### src/rtl/node_vector_demux_pkg.sv
// node_vector_demux_pkg
// Shared types and constants for the node_vector lane distributor.
//   NUM_LANES     : number of output lanes, tied to the 2-bit destination tag
//   lane_sel_T    : destination lane selector
//   lane_count_T  : per-lane delivered-vector counter, used as unsigned 32-bit
//   node_vector_T : vector payload carried through the distributor
package node_vector_demux_pkg;

  localparam int NUM_LANES = 4;

  typedef logic [1:0] lane_sel_T;

  typedef int lane_count_T;

  // Payload of one node vector: two 16-bit components.
  typedef struct packed {
    logic [15:0] x;
    logic [15:0] y;
  } node_vector_T;

endpackage

### src/rtl/node_vector_fifo.sv
// node_vector_fifo
// Small synchronous FIFO holding node vectors for a single lane.
//   clk, rst : clock, asynchronous active-high reset
//   clear    : synchronous flush, wins over push and pop
//   push     : write wdata (ignored when full)
//   pop      : drop the head entry (ignored when empty)
//   wdata    : vector to store
//   rdata    : head-of-FIFO vector, zero while empty
//   full     : no free entry
//   empty    : no stored entry
module node_vector_fifo
  import node_vector_demux_pkg::*;
#(
  parameter int DEPTH = 2
) (
  input  logic         clk,
  input  logic         rst,
  input  logic         clear,
  input  logic         push,
  input  logic         pop,
  input  node_vector_T wdata,
  output node_vector_T rdata,
  output logic         full,
  output logic         empty
);

  localparam int AW = $clog2(DEPTH);

  // One extra pointer bit separates the full and empty cases when the
  // index bits match.
  logic [AW:0]  wr_ptr_r;
  logic [AW:0]  rd_ptr_r;
  node_vector_T mem_r [DEPTH];

  assign full  = (wr_ptr_r[AW] != rd_ptr_r[AW]) &&
                 (wr_ptr_r[AW-1:0] == rd_ptr_r[AW-1:0]);
  assign empty = (wr_ptr_r == rd_ptr_r);

  // Pointer and storage update; clear only rewinds the pointers since the
  // read port masks stale entries while empty.
  always_ff @(posedge clk or posedge rst) begin
    if (rst) begin
      wr_ptr_r <= '0;
      rd_ptr_r <= '0;
      for (int i = 0; i < DEPTH; i++) begin
        mem_r[i] <= '0;
      end
    end else if (clear) begin
      wr_ptr_r <= '0;
      rd_ptr_r <= '0;
    end else begin
      if (push && !full) begin
        mem_r[wr_ptr_r[AW-1:0]] <= wdata;
        wr_ptr_r                <= wr_ptr_r + (AW+1)'(1);
      end
      if (pop && !empty) begin
        rd_ptr_r <= rd_ptr_r + (AW+1)'(1);
      end
    end
  end

  // Head read from registered storage, forced to zero when nothing is held.
  always_comb begin
    if (empty) begin
      rdata = '0;
    end else begin
      rdata = mem_r[rd_ptr_r[AW-1:0]];
    end
  end

endmodule

### src/rtl/node_vector_demux.sv
// node_vector_demux
// Routes a valid/ready stream of node vectors to one of four lane FIFOs by
// destination tag and counts vectors delivered on each lane.
//   clk, rst   : clock, asynchronous active-high reset
//   clear      : synchronous flush of all FIFOs and counters
//   in_valid   : input vector present
//   in_ready   : input accepted this cycle when high with in_valid
//   in_dest    : destination lane
//   in_data    : vector payload
//   out_valid  : per-lane data present
//   out_ready  : per-lane consumer ready
//   out_data   : per-lane head-of-FIFO payload
//   lane_count : per-lane delivered-vector count (wraps, unsigned)
module node_vector_demux
  import node_vector_demux_pkg::*;
#(
  parameter int DEPTH = 2
) (
  input  logic                 clk,
  input  logic                 rst,
  input  logic                 clear,
  input  logic                 in_valid,
  output logic                 in_ready,
  input  lane_sel_T            in_dest,
  input  node_vector_T         in_data,
  output logic [NUM_LANES-1:0] out_valid,
  input  logic [NUM_LANES-1:0] out_ready,
  output node_vector_T         out_data [NUM_LANES],
  output lane_count_T          lane_count [NUM_LANES]
);

  logic [NUM_LANES-1:0] full_s;
  logic [NUM_LANES-1:0] empty_s;
  logic [NUM_LANES-1:0] push_s;
  logic [NUM_LANES-1:0] pop_s;

  // Ready depends only on the addressed lane's occupancy and clear, so an
  // input headed for a full lane stalls the whole stream (no reordering).
  always_comb begin
    in_ready = !full_s[in_dest] && !clear;
  end

  // One-hot push toward the addressed lane on an accepted transfer.
  always_comb begin
    push_s = '0;
    if (in_valid && in_ready) begin
      push_s[in_dest] = 1'b1;
    end else begin
      push_s = '0;
    end
  end

  assign pop_s     = ~empty_s & out_ready;
  assign out_valid = ~empty_s;

  for (genvar g = 0; g < NUM_LANES; g++) begin : gen_lane
    lane_count_T count_r;

    node_vector_fifo #(
      .DEPTH(DEPTH)
    ) u_fifo (
      .clk  (clk),
      .rst  (rst),
      .clear(clear),
      .push (push_s[g]),
      .pop  (pop_s[g]),
      .wdata(in_data),
      .rdata(out_data[g]),
      .full (full_s[g]),
      .empty(empty_s[g])
    );

    // Delivered-vector counter; a pop in a clear cycle is not counted.
    always_ff @(posedge clk or posedge rst) begin
      if (rst) begin
        count_r <= 32'sd0;
      end else if (clear) begin
        count_r <= 32'sd0;
      end else if (pop_s[g]) begin
        count_r <= count_r + 32'sd1;
      end else begin
        count_r <= count_r;
      end
    end

    assign lane_count[g] = count_r;
  end

endmodule

### config.mk
export PLATFORM = sky130hd
export DESIGN_NAME = node_vector_demux
export DESIGN_NICKNAME = d
export VERILOG_FILES = /design/src/rtl/node_vector_demux_pkg.sv /design/src/rtl/node_vector_fifo.sv /design/src/rtl/node_vector_demux.sv
export SDC_FILE = /design/constraint.sdc
export NUM_CORES = 1
export LEC_CHECK = 0
export ABC_CLOCK_PERIOD_IN_PS = 15850
export CAP_MARGIN = 40
export CELL_PAD_IN_SITES_DETAIL_PLACEMENT = 0
export CELL_PAD_IN_SITES_GLOBAL_PLACEMENT = 2
export CORE_MARGIN = 5
export CORE_UTILIZATION = 32
export CTS_CLUSTER_SIZE = 12
export DETAILED_ROUTE_END_ITERATION = 16
export PLACE_DENSITY = 0.81
export SETUP_SLACK_MARGIN = 0.15
export SLEW_MARGIN = 40
export SYNTH_ARGS = -nofsm -noshare
export SYNTH_HDL_FRONTEND = slang
export SYNTH_SLANG_ARGS = --single-unit
export TNS_END_PERCENT = 10
### constraint.sdc
create_clock -name clk -period 15.85 [get_ports clk]
set_input_delay 3.9625 -clock clk [delete_from_list [all_inputs] [get_ports clk]]
set_output_delay 3.9625 -clock clk [all_outputs]
set_load 0.1 [all_outputs]
Word level (Yosys, flattened, before mapping)
Cells that the tools add are included.
{"block": "classes", "add_sub_neg": 12, "n_lt_le_gt_ge": 14, "eq_ne": 12, "n_mux": 57, "bitwise": 11, "n_reduce_logical": 45}
{"op": "$mux W32", "count": 28}
{"op": "$bwmux W64", "count": 4}
{"op": "$add A32 B2 Y32 const B", "count": 4}
{"op": "$demux W32 S1", "count": 4}
{"op": "$mux W2", "count": 16}
{"op": "$reduce_bool A2 Y1", "count": 12}
{"op": "$logic_and A1 B1 Y1", "count": 19}
{"op": "$add A2 B1 Y2 const B", "count": 8}
{"op": "$ge A2 B2 Y1 const B", "count": 8}
{"op": "$not A1 Y2", "count": 8}
{"op": "$logic_not A1 Y1", "count": 10}
{"op": "$eq A2 B2 Y1", "count": 4}
{"op": "$lt A2 B1 Y1 const B", "count": 4}
{"op": "$reduce_and A2 Y1", "count": 4}
{"op": "$and A4 B4 Y4", "count": 1}
{"op": "$eq A1 B1 Y1", "count": 4}
{"op": "$mux W4", "count": 1}
{"op": "$ne A1 B1 Y1", "count": 4}
{"op": "$not A4 Y4", "count": 1}
{"op": "$lt A2 B3 Y1 const B", "count": 1}
{"op": "$bmux W1 S2", "count": 1}
{"op": "$demux W1 S2", "count": 1}
{"op": "$ge A2 B1 Y1 const B", "count": 1}
{"op": "$mux W1", "count": 2}
{"op": "$not A1 Y1", "count": 1}
{"block": "word_totals", "register_bits": 400, "inputBits": 42, "output_inout_bits": 261, "wordCells": 179}

Logic depth before layout (Yosys ltp)
Gate-level depths: netlist of the first run.
{"block": "logic_depth", "ltp_word": 11, "mapped_depth": 8, "depth_no_buf": 6}

Hierarchy
From an unflattened synthesis of the first run, not the netlist that was laid out.
{"block": "hier_totals", "hier_cells": 1614, "area_unflattened_um2": 19014.5}
{"mod": "node_vector_fifo", "instances": 4, "cells_per_inst": 237, "area_per_inst_um2": 3144.3, "seq_area_each_um2": 1701.6}
{"mod": "node_vector_demux", "instances": 1, "cells_per_inst": 666, "area_per_inst_um2": 6437.4, "seq_area_each_um2": 3203.1}

Least setup slack after synthesis of the first run
OpenSTA, ideal clock, no wires.
{"block": "synth_timing", "path_kind": "input to output", "from": "in clear", "to": "out in_ready", "arrival_time_ns": 7.041, "t_required_ns": 11.888, "slack_ns": 4.847, "path_stages": 5, "path_buffers": 4, "cell_sequence": "buf_2 clkbuf_1 clkbuf_1 buf_1 a311oi_1"}
{"block": "synth_between", "elab_chain_len": 2}
{"element": "from (decl)", "line": "node_vector_demux.sv:21", "rtl": "input logic clear,"}
{"element": "$logic_not A1 Y1", "line": "node_vector_demux.sv:40", "rtl": "in_ready = !full_s[in_dest] && !clear;"}
{"element": "$logic_and A1 B1 Y1", "line": "node_vector_demux.sv:40"}
{"element": "to (decl)", "line": "node_vector_demux.sv:23", "rtl": "output logic in_ready,"}
Every way passes these cells.

Worst setup path after layout of the first run
{"block": "layout_timing", "from": "in in_dest[1]", "to": "out in_ready"}
{"block": "layout_between", "elab_chain_len": 4}
{"element": "from (decl)", "line": "node_vector_demux.sv:24", "rtl": "input lane_sel_T in_dest,"}
{"element": "$bmux W1 S2", "line": "node_vector_demux.sv:40"}
{"element": "$mux W1 (not written as such)", "line": "node_vector_demux.sv:40"}
{"element": "$logic_not A1 Y1", "line": "node_vector_demux.sv:40"}
{"element": "$logic_and A1 B1 Y1", "line": "node_vector_demux.sv:40"}
Every way passes these cells. The select of a mux whose other input is x is not followed.

==> results of run 1 <==
-- state kept, by name, summed over array words and instances (netlist names) --
| signal | cells |
|---|---|
| gen_lane.u_fifo.wr_ptr_r | 8 |
| gen_lane.count_r | 128 |
| gen_lane.u_fifo.rd_ptr_r | 8 |
| gen_lane.u_fifo.mem_r | 256 |
-- through the flow --
step                cells  setup slack [ns]
finish               2725             6.070
global route         2725             5.925
CTS                  2725             6.060
detailed placement   2642             6.067
global placement     2635             5.375
floorplan            1634            0.7631
-- per-layer routing --
| layer | GRT usage | wire length [um] | vias up |
|---|---|---|---|
| met5 | 0 | 13 | - |
| met4 | 0.03409 | 799 | 2 |
| met3 | 0.03174 | 2819 | 57 |
| met2 | 0.2618 | 24540 | 306 |
| met1 | 0.2306 | 24820 | 6980 |
| li1 | - | - | 6286 |
-- cells by family after synthesis --
family,share of synthesized area
buffers and inverters,0.02775
xor gates and xnor gates,0.04896
adders and majority gates,0.002643
and+or+nand+nor,0.1297
AOI/OAI and AO/OA,0.03389
DFF,0.5286
muxes,0.2285
-- cell usage in the layout (no fill, tap or decap), types with 4 or more instances in the layout --
master           Yosys  final
buf_2               30    262
o211ai_1             5      5
and3_1              11     10
ha_1                 4      4
buf_8                0      6
o2111ai_2            1      4
o21ai_0             27     27
nand4_1             32     32
or3_1               25     25
clkbuf_16            0     45
nand2_1             48     48
clkdlybuf4s50_1      0     40
nor4_2               5      5
xnor2_1             56     56
a21oi_1             35     35
and4_1              12     12
o2111ai_1           12      8
mux2_1              36     36
inv_1               26     25
clkbuf_8             0     13
nor4_1              11     11
o31ai_1              9      9
nor2_4               0      4
clkinv_2             0      8
nor2b_1             13     12
nor2_1             252    248
buf_6                4      5
or4_1               12     11
dfrtp_2              0      4
clkbuf_1            40     13
nor3_1              30     30
xor2_1              48     48
nand3_1             33     33
mux2i_1            133    133
or2_2                4      4
dfrtp_1            400    396
mux2_2             230    230
buf_4                3     13
nand2b_1             4      4
-- worst register-to-register path, cell delays in order, from the launching register on --
cell,delay (ns)
dfrtp_2,0.33
buf_4,0.56
xor2_1,0.49
o21a_1,0.54
o2111ai_2,0.37
nor4_1,0.46
mux2_2,0.38
-- synthesized netlist by cell type, drive strengths merged --
master	count
dfrtp	400
mux2	266
nor2	252
mux2i	133
xnor2	56
buf	52
xor2	49
nand2	48
clkbuf	40
a21oi	35
nand3	33
nand4	33
nor3	32
o21ai	30
inv	27
or3	25
nor4	17
nor2b	13
o2111ai	13
or4	13
and4	12
and3	11
o31ai	9
o211ai	5
and2	4
ha	4
nand2b	4
or2	4
nand4b	3
a2111oi	2
nand3b	2
o21a	2
a21boi	1
a311oi	1
a31o	1
a31oi	1
o2111a	1
-- power breakdown --
part	switching [uW]	internal (uW)
Combinational	592	212
Clock	437	586
Sequential	66.1	1150
Total	1100	1950
-- final timing paths --
path                       slack [ns]  cells past startpoint                            from                              to
max in group asynchronous       10.16                      4                             rst  gen_lane[1].u_fifo.rd_ptr_r[0]
max                              6.07                      5                      in_dest[1]                        in_ready
min in group asynchronous        3.88                      2                             rst    gen_lane[2].u_fifo.mem_r[61]
min                              0.48                      1    gen_lane[0].u_fifo.mem_r[37]    gen_lane[0].u_fifo.mem_r[37]
max reg2reg                     12.59                      6  gen_lane[0].u_fifo.rd_ptr_r[0]         gen_lane[0].count_r[31]
min reg2reg                      0.48                      1    gen_lane[0].u_fifo.mem_r[37]    gen_lane[0].u_fifo.mem_r[37]
-- area by class of cell --
class	count	share of cell area
inverters	27	0.004947
repair buffers	327	0.08557
well taps	773	0.04202
flip-flops and latches	400	0.4351
clock buffers	70	0.05822
multi-input cells	1115	0.3687
clock inverters	13	0.005436
==> flow_summary.json, run 1 <==
{
  "outcome": "completed",
  "cts_max_path_buffers": 3,
  "slew_viol_final": 0,
  "grt_first_pass_wirelength_mm": 83.86,
  "antenna_found_initial": 1,
  "tns_ns": 0,
  "grt_setup_unrepaired": "no",
  "slew_headroom": 0.4948,
  "hp-class": "flip-flop to flip-flop",
  "die-area_um2": 64140,
  "synth_area_leaders": "dfrtp_1, mux2_2, mux2i_1",
  "hold-worst-slack_ns": 0.4844,
  "dr.pass1.iters": 4,
  "fin_nets": 1962,
  "crit_path_max_incr_delay_ns": 0.61,
  "num_vias": 13631,
  "dpl.hpwl_mm": 36.02,
  "synth_top_area_frac": 0.5286,
  "setup_viol": 0,
  "worst-path-buf-inv": 3,
  "cts_sinks": 400,
  "slowest_stage": "clkdlybuf4s50_1",
  "fillers": 5756,
  "drt-wirelength-per-cell_um": 19.45,
  "post-route-min-period_ns": 9.780,
  "fin_util": 0.3915,
  "grtUsageTotal": 0.1628,
  "grt_overflow": 0,
  "postCtsSetupRepairBufs": 0,
  "clock_skew_ns": 0.02263,
  "grt_pass1_vias": 14263,
  "antenna_left": 0,
  "multi_input_area_um2": 8486,
  "critPathKind": "primary input to primary output",
  "cp-end-kind": "primary output",
  "drc": 0,
  "powerDensity_nw_per_um2": 132.4,
  "synth_seq_cells": 400,
  "cts_tree": "yes",
  "yosysWarnings": 0,
  "cp_max_fo": 10,
  "fin_area_um2": 23020,
  "synth_cell_types": 50,
  "clock_latency_ns": 0.59,
  "power.total_uw": 3046,
  "grt_max_degree": 120,
  "ctsHtreeMaxLevel": 2,
  "gp_congestion": 0.8027,
  "required_ns": 11.89,
  "synth_area_leader_cell": "dfrtp_1",
  "cts.clk_slew.worst_paths_ns": 0.06,
  "antenna_cells": 0,
  "crit_arrival_ns": 5.82,
  "hold_viol_final": 0,
  "die_y_um": 253.3,
  "vias_per_cell": 5.002,
  "rows": 89,
  "placed_area_um2": 21540,
  "syn-instance-count": 1634,
  "synth.avg_cell_area_um2": 11.59,
  "io_pins": 303,
  "cp_cell_sequence": "clkdlybuf4s50_1 > a21oi_1 > inv_2 > a311oi_1 > buf_2",
  "ir_worst_vdd_mv": 0.09662,
  "synth_area_um2": 18940,
  "worstMarginPinSlew_ns": 0.7577,
  "p_leak_uw": 0.01040,
  "start_util": 0.3221,
  "holdBufCountCts": 0,
  "area_delta_synth_final_pct": 21.54,
  "post_cts_resized": 0,
  "fmax_mhz": 102.2,
  "drv_cap": 0,
  "synth_nets": 1680,
  "core-area_um2": 58800,
  "die_width_um": 253.3,
  "routed_wl_mm": 52.99,
  "synth-seq-area-share": 0.5286,
  "regArea_um2": 10010,
  "timing.final.crit_share": 0.6171,
  "io_buffers": 302,
  "cp-start-kind": "primary input",
  "cts_root_buffer": "clkbuf_16",
  "crit_family": "buffers and inverters",
  "cts_buffers": 45,
  "final_layout_size_suffix_gt1_frac": 0.3197,
  "drt-initial-drc-count": 607
}
No activity file was read; power rests on OpenSTA's default activity.
==> run 2: changes to the inputs <==
ABC_CLOCK_PERIOD_IN_PS = 8300   (was 15850)
clock period = 8.3 ns   (was 15.85 ns; I/O delays follow)
==> flow_summary.json, run 2 (same netlist as run 1, synthesis figures left out) <==
{
  "tns_ns": 0,
  "hp-class": "flip-flop to flip-flop",
  "cts_max_path_buffers": 3,
  "largest_reg_flops": 256,
  "cp_cell_sequence": "clkdlybuf4s50_1 > a21oi_1 > inv_2 > a311oi_1 > buf_4",
  "slew_viol_final": 0,
  "required_ns": 6.23,
  "postCtsSetupRepairBufs": 0,
  "p_leak_uw": 0.01044,
  "holdBufCountCts": 0,
  "io_buffers": 302,
  "grt_max_degree": 160,
  "cts_root_buffer": "clkbuf_16",
  "io_pins": 303,
  "cts_tree": "yes",
  "regArea_um2": 10010,
  "ir_worst_vdd_mv": 0.1439,
  "final_layout_size_suffix_gt1_frac": 0.3192,
  "cp-end-kind": "primary output",
  "stdcell_count": 2729,
  "hold_viol_final": 0,
  "timing.final.crit_share": 0.7106,
  "cp_max_fo": 10,
  "setup_viol": 0,
  "antenna_found_initial": 2,
  "die_width_um": 253.3,
  "num_vias": 13608,
  "grt_first_pass_wirelength_mm": 83.63,
  "drv_cap": 0,
  "fin_nets": 1964,
  "drc": 0,
  "dpl.hpwl_mm": 36.07,
  "clock_latency_ns": 0.58,
  "grtUsageTotal": 0.1643,
  "drt-wirelength-per-cell_um": 19.79,
  "grt_pass1_vias": 14077,
  "antenna_left": 0,
  "start_util": 0.3221,
  "reg.largest.list": "gen_lane.u_fifo.mem_r x256, gen_lane.count_r x128",
  "outcome": "completed",
  "layout_commonest_cell": "dfrtp_1",
  "worstMarginPinSlew_ns": 0.7793,
  "cts_sinks": 400,
  "crit_path_max_incr_delay_ns": 0.61,
  "largest-register": "gen_lane.u_fifo.mem_r",
  "slowest_stage": "clkdlybuf4s50_1",
  "die_y_um": 253.3,
  "cts.clk_slew.worst_paths_ns": 0.05,
  "fin_util": 0.3929,
  "grt_setup_unrepaired": "no",
  "routed_wl_mm": 54.00,
  "place_inst": 2639,
  "post_cts_resized": 0,
  "dr.pass1.iters": 5,
  "core-area_um2": 58800,
  "critPathKind": "primary input to primary output",
  "powerDensity_nw_per_um2": 254.5,
  "placed_area_um2": 21530,
  "die-area_um2": 64140,
  "rows": 89,
  "gp_congestion": 0.8212,
  "multi_input_area_um2": 8484,
  "fin_area_um2": 23100,
  "slew_headroom": 0.4805,
  "ctsHtreeMaxLevel": 2,
  "vias_per_cell": 4.986,
  "fillers": 5724,
  "cts_buffers": 47,
  "power.total_uw": 5880,
  "crit_arrival_ns": 3.82,
  "drt-initial-drc-count": 658,
  "post-route-min-period_ns": 5.898,
  "area_delta_synth_final_pct": 21.98,
  "grt_overflow": 0,
  "cp-start-kind": "primary input",
  "layout_common_cells": "dfrtp_1, buf_2, nor2_1",
  "fmax_mhz": 169.6,
  "clock_skew_ns": 0.01365
}
[run 2: changes by cell type in the layout (fill, tap and decap cells not counted), sizes merged]
cell    previous run  this run
buf              286       287
clkbuf            71        77
clkinv            12         7
diode              0         1
inv               27        28
[run 2: final timing paths]
| check | start | end | slack [ns] | cells after the start |
|---|---|---|---|---|
| worst min register to register | gen_lane[3].u_fifo.mem_r[44] | gen_lane[3].u_fifo.mem_r[44] | 0.49 | 1 |
| min in group asynchronous | rst | gen_lane[2].u_fifo.mem_r[55] | 1.92 | 2 |
| worst min-delay path | gen_lane[3].u_fifo.mem_r[44] | gen_lane[3].u_fifo.mem_r[44] | 0.49 | 1 |
| worst max-delay path | in_dest[1] | in_ready | 2.40 | 5 |
| max in group asynchronous | rst | gen_lane[1].u_fifo.rd_ptr_r[0] | 5.07 | 4 |
| worst max register to register | gen_lane[0].u_fifo.rd_ptr_r[0] | gen_lane[0].count_r[31] | 5.05 | 6 |
[run 2: through the flow]
step / hold slack (ns) / worst slack, ns
after global placement: 0.4681 / 2.414
after global routing: 0.5009 / 2.314
final: 0.4870 / 2.402
after floorplan: 0.4574 / 0.8392
after CTS: 0.4926 / 2.402
after detailed placement: 0.4802 / 2.409
[run 2: layer usage]
layer | vias to the layer above | routed length [um] | GRT usage
met2 | 315 | 25070 | 0.2645
met3 | 65 | 3326 | 0.03574
met1 | 6921 | 24610 | 0.2282
li1 | 6303 | - | -
met4 | 4 | 959 | 0.03903
met5 | - | 31 | 0
[run 2: critical path: cells and delay by family]
| family | cells | cell delay (ns) |
|---|---|---|
| buffers and inverters | 3 | 1.08 |
| AO/OA/AOI/OAI | 2 | 0.66 |
[run 2: where the power goes]
group	total, uW	internal [uW]	switching, uW	leakage, uW
logic	1550	408	1140	0.00443
registers	2330	2200	126	0.00526
clock network	2000	1180	819	0.000743
[run 2: cell type report]
class,instances,share of cell area
well taps,773,0.04187
diodes,1,0.0001083
flip-flops and latches,400,0.4335
multi-input cells,1115,0.3673
repair buffers,327,0.08753
inverters,27,0.004550
clock inverters,9,0.002762
clock buffers,77,0.06234
==> run 3: changes to the inputs <==
ABC_CLOCK_PERIOD_IN_PS = 5660   (was 8300)
CORE_UTILIZATION = 36   (was 32)
PLACE_DENSITY = 0.86   (was 0.81)
clock period = 5.66 ns   (was 8.3 ns; I/O delays follow)
==> flow_summary.json, run 3 (same netlist as run 1, synthesis figures left out) <==
{
  "place_inst": 2560,
  "post_cts_resized": 0,
  "cts_root_buffer": "clkbuf_16",
  "cp-start-kind": "primary input",
  "largest-register": "gen_lane.u_fifo.mem_r",
  "drt-initial-drc-count": 670,
  "slew_viol_final": 0,
  "die-area_um2": 57290,
  "routed_wl_mm": 52.97,
  "worstMarginPinSlew_ns": 0.7974,
  "holdBufCountCts": 0,
  "core-area_um2": 52340,
  "vias_per_cell": 5.157,
  "start_util": 0.3618,
  "critPathKind": "primary input to primary output",
  "crit_family": "buffers and inverters",
  "fin_nets": 1967,
  "fmax_mhz": 216.1,
  "cts_tree": "yes",
  "fin_util": 0.4415,
  "antenna_found_initial": 1,
  "placed_area_um2": 21530,
  "post-route-min-period_ns": 4.628,
  "final_layout_size_suffix_gt1_frac": 0.3238,
  "power.total_uw": 8717,
  "grt_pass1_vias": 14193,
  "grtUsageTotal": 0.1803,
  "drv_cap": 0,
  "worst-path-buf-inv": 3,
  "required_ns": 4.24,
  "cp_max_fo": 10,
  "postCtsSetupRepairBufs": 0,
  "grt_setup_unrepaired": "no",
  "crit_arrival_ns": 3.21,
  "cp-end-kind": "primary output",
  "rows": 84,
  "clock_skew_ns": 0.01808,
  "grt_overflow": 0,
  "setup_viol": 0,
  "grt_max_degree": 108,
  "hp-class": "flip-flop to flip-flop",
  "slowest_stage": "clkdlybuf4s50_1",
  "regArea_um2": 10010,
  "cp_cell_sequence": "clkdlybuf4s50_1 > a21oi_1 > inv_2 > a311oi_1 > buf_12",
  "cts_max_path_buffers": 3,
  "cts_sinks": 400,
  "timing.final.crit_share": 0.8176,
  "drc": 0,
  "grt_first_pass_wirelength_mm": 82.48,
  "outcome": "completed",
  "fillers": 4953,
  "powerDensity_nw_per_um2": 377.2,
  "largest_reg_flops": 256,
  "cts_buffers": 47,
  "area_delta_synth_final_pct": 22.02,
  "slew_headroom": 0.4673,
  "fin_area_um2": 23110,
  "layout_commonest_cell": "dfrtp_1",
  "reg.largest.list": "gen_lane.u_fifo.mem_r x256, gen_lane.count_r x128",
  "layout_common_cells": "dfrtp_1, buf_2, nor2_1",
  "die_width_um": 239.4,
  "ir_worst_vdd_mv": 0.2636,
  "dr.pass1.iters": 5,
  "io_buffers": 302,
  "drt-wirelength-per-cell_um": 20.01,
  "hold_viol_final": 0,
  "io_pins": 303,
  "antenna_left": 0,
  "clock_latency_ns": 0.58,
  "crit_path_max_incr_delay_ns": 0.62,
  "ctsHtreeMaxLevel": 2,
  "p_leak_uw": 0.01048,
  "tns_ns": 0,
  "gp_congestion": 0.7848,
  "stdcell_count": 2647,
  "num_vias": 13650,
  "cts.clk_slew.worst_paths_ns": 0.06,
  "dpl.hpwl_mm": 35.64,
  "multi_input_area_um2": 8493,
  "die_y_um": 239.4
}
==> run 3: cell count changes in the layout (fill, tap and decap cells not counted), sizes merged <==
cell and change:
buf +3, bufinv +1, clkbuf -2, clkinv +1, clkinvlp +2, inv -2
==> run 3: cell type report <==
class / instances / area share
timing repair buffer: 330 / 0.08924
sequential: 400 / 0.4334
multi-input combinational: 1115 / 0.3676
inverter: 27 / 0.004548
tap: 688 / 0.03725
clock inverter: 11 / 0.004657
antenna: 1 / 0.0001083
clock buffer: 75 / 0.06324
==> run 3: worst paths after layout <==
kind	start	to	slack [ns]	cells past startpoint
worst min-delay path	gen_lane[3].u_fifo.mem_r[53]	gen_lane[3].u_fifo.mem_r[53]	0.49	1
max in group asynchronous	rst	gen_lane[0].count_r[21]	3.43	4
worst max register to register	gen_lane[0].u_fifo.wr_ptr_r[0]	gen_lane[0].u_fifo.mem_r[44]	2.72	6
worst min register to register	gen_lane[3].u_fifo.mem_r[53]	gen_lane[3].u_fifo.mem_r[53]	0.49	1
worst max-delay path	in_dest[1]	in_ready	1.03	5
min in group asynchronous	rst	gen_lane[2].u_fifo.mem_r[58]	1.12	2
==> run 3: metrics by stage <==
step | hold WS, ns | worst slack, ns
floorplan | 0.4574 | -1.141
global placement | 0.4692 | 1.097
detailed placement | 0.4802 | 1.014
CTS | 0.4929 | 1.004
global route | 0.5091 | 0.9482
finish | 0.4873 | 1.032
==> run 3: where the power goes <==
group | internal, uW | switching [uW] | leakage, uW | total, uW
sequential | 3230 | 186 | 0.00526 | 3420
clock | 1810 | 1210 | 0.000772 | 3020
combinational | 607 | 1670 | 0.00445 | 2280
==> run 3: metal layers <==
metal	wire (um)	global-route usage	share of wire	up-vias
met5	0	0	0	-
met4	904	0.04340	0.017	0
met3	2696	0.03316	0.051	69
met2	24970	0.2928	0.47	279
met1	24400	0.2525	0.46	7007
li1	-	-	-	6295
==> RTL change, RTL diff (settings of run 2) <==
`DEPTH` is set to 2 in 2 places; all go to 4.
--- a/src/rtl/node_vector_fifo.sv
+++ b/src/rtl/node_vector_fifo.sv
@@ -12,5 +12,5 @@
   import node_vector_demux_pkg::*;
 #(
-  parameter int DEPTH = 2
+  parameter int DEPTH = 4
 ) (
   input  logic         clk,
--- a/src/rtl/node_vector_demux.sv
+++ b/src/rtl/node_vector_demux.sv
@@ -15,5 +15,5 @@
   import node_vector_demux_pkg::*;
 #(
-  parameter int DEPTH = 2
+  parameter int DEPTH = 4
 ) (
   input  logic                 clk,
Formal check against the unedited RTL: not equivalent (Yosys sat finds a counterexample within 4 cycles, from zero or initial values and one cycle with rst high).
==> RTL change against run 2 <==
Worst setup slack got worse by 0.082 ns. Cell area increased by 59%. Count of clock-buffer cells in the layout increased by 40. Wire length increased by 56%. Sequential cell count increased by 264. Sequential share of layout area increased by 1.9 points. Power increased by 54%. Area after synthesis increased by 64%.
==> RTL change: results (changes against run 2) <==
dpl-instance-area_um2: 34100  # was 21500 µm²
ys_top_cells_by_count: "dfrtp_1 (664), mux2_2 (490), and2_1 (132), mux4_2 (128), nor2_1 (125)"  # was dfrtp_1 (400), nor2_1 (252), mux2_2 (230), mux2i_1 (133), xnor2_1 (56)
ys_seq_area_share_pct: 53.5  # was 52.9%
initialDrtViolationCount: 961  # was 658
peakVddDrop_mv: 0.137  # was 0.144 mV
pwr-share-seq_pct: 40.5  # was 39.6%
met1_usage_pct: 20.8  # was 22.8%
hold_end: "gen_lane[3].u_fifo.mem_r[47]"  # was gen_lane[3].u_fifo.mem_r[44]
fin_cells: 3892  # was 2729
power_frac_comb_pct: 22.4  # was 26.4%
use_met2_pct: 27.8  # was 26.4%
relSlewSlack_pct: 42.8  # was 48.0%
grt_usage_pct: 16.1  # was 16.4%
reg2reg_depth: 7  # was 6
crit_fanout: 7  # was 10
hpwl_um: 56300  # was 36100 µm
final_nets: 2621  # was 1964
final.setup_skew_ns: 0.0224  # was 0.0137 ns
cts_max_level: 3  # was 2
drive_gt1_share_pct: 40.8  # was 31.9%
r2r_start: "gen_lane[3].u_fifo.rd_ptr_r[1]"  # was gen_lane[0].u_fifo.rd_ptr_r[0]
synth.distinct_cells: 52  # was 50
status: "finished clean"  # unchanged
rr_endpoint: "gen_lane[3].u_fifo.mem_r[0]"  # was gen_lane[0].count_r[31]
p_int_mw: 6.18  # was 3.79 mW
antenna_found_initial: 7  # was 2
RTL change: how the worst max path moves through the flow:
stage,from,to,cells after the start
2_1_floorplan,rst,gen_lane[0].count_r[0],1
3_3_place_gp,in_dest[1],in_ready,6
3_5_place_dp,in_dest[1],in_ready,6
4_1_cts,in_dest[1],in_ready,6
5_1_grt,in_dest[1],in_ready,6
6_report,in_dest[1],in_ready,6
RTL change: worst max-delay path: cells and delay by family:
kind	cells	cell delay (ns)
buffers and inverters	3	1.24
AO/OA/AOI/OAI	3	0.58
RTL change: cell families (layout without fill, tap and decap cells):
| family | count (synthesis) | after routing | share of synthesized area (%) |
|---|---|---|---|
| DFF | 664 | 664 | 53.5 |
| and+or+nand+nor | 557 | 557 | 9.65 |
| other | 0 | 2 | 0 |
| xor gates and xnor gates | 121 | 121 | 3.44 |
| buffers and inverters | 181 | 514 | 2.45 |
| adders and majority gates | 24 | 24 | 0.967 |
| AOI/OAI and AO/OA | 85 | 85 | 1.79 |
| muxes | 649 | 649 | 28.2 |
RTL change: layer usage:
layer	share of wire, %	vias up
li1	-	8758
met1	42	10289
met2	50	426
met3	5.2	109
met4	2.1	6
met5	0.050	-
RTL change: through the flow:
stage | setup WS (ns) | hold slack (ns) | TNS, ns
global placement | 1.55 | 0.468 | 0
detailed placement | 2.34 | 0.477 | 0
finish | 2.32 | 0.487 | 0
CTS | 2.32 | 0.492 | 0
global route | 2.20 | 0.503 | 0
floorplan | -2.85 | 0.459 | -1894.68
RTL change: cell type report:
type                       instances  area, µm²
fill                            9260      59700
sequential                       664      16600
multi-input combinational       1436      13700
clock buffer                     117       2260
timing repair buffer             350       2190
tap                             1276       1600
clock inverter                    21        234
inverter                          26        101
antenna                            2       5.00
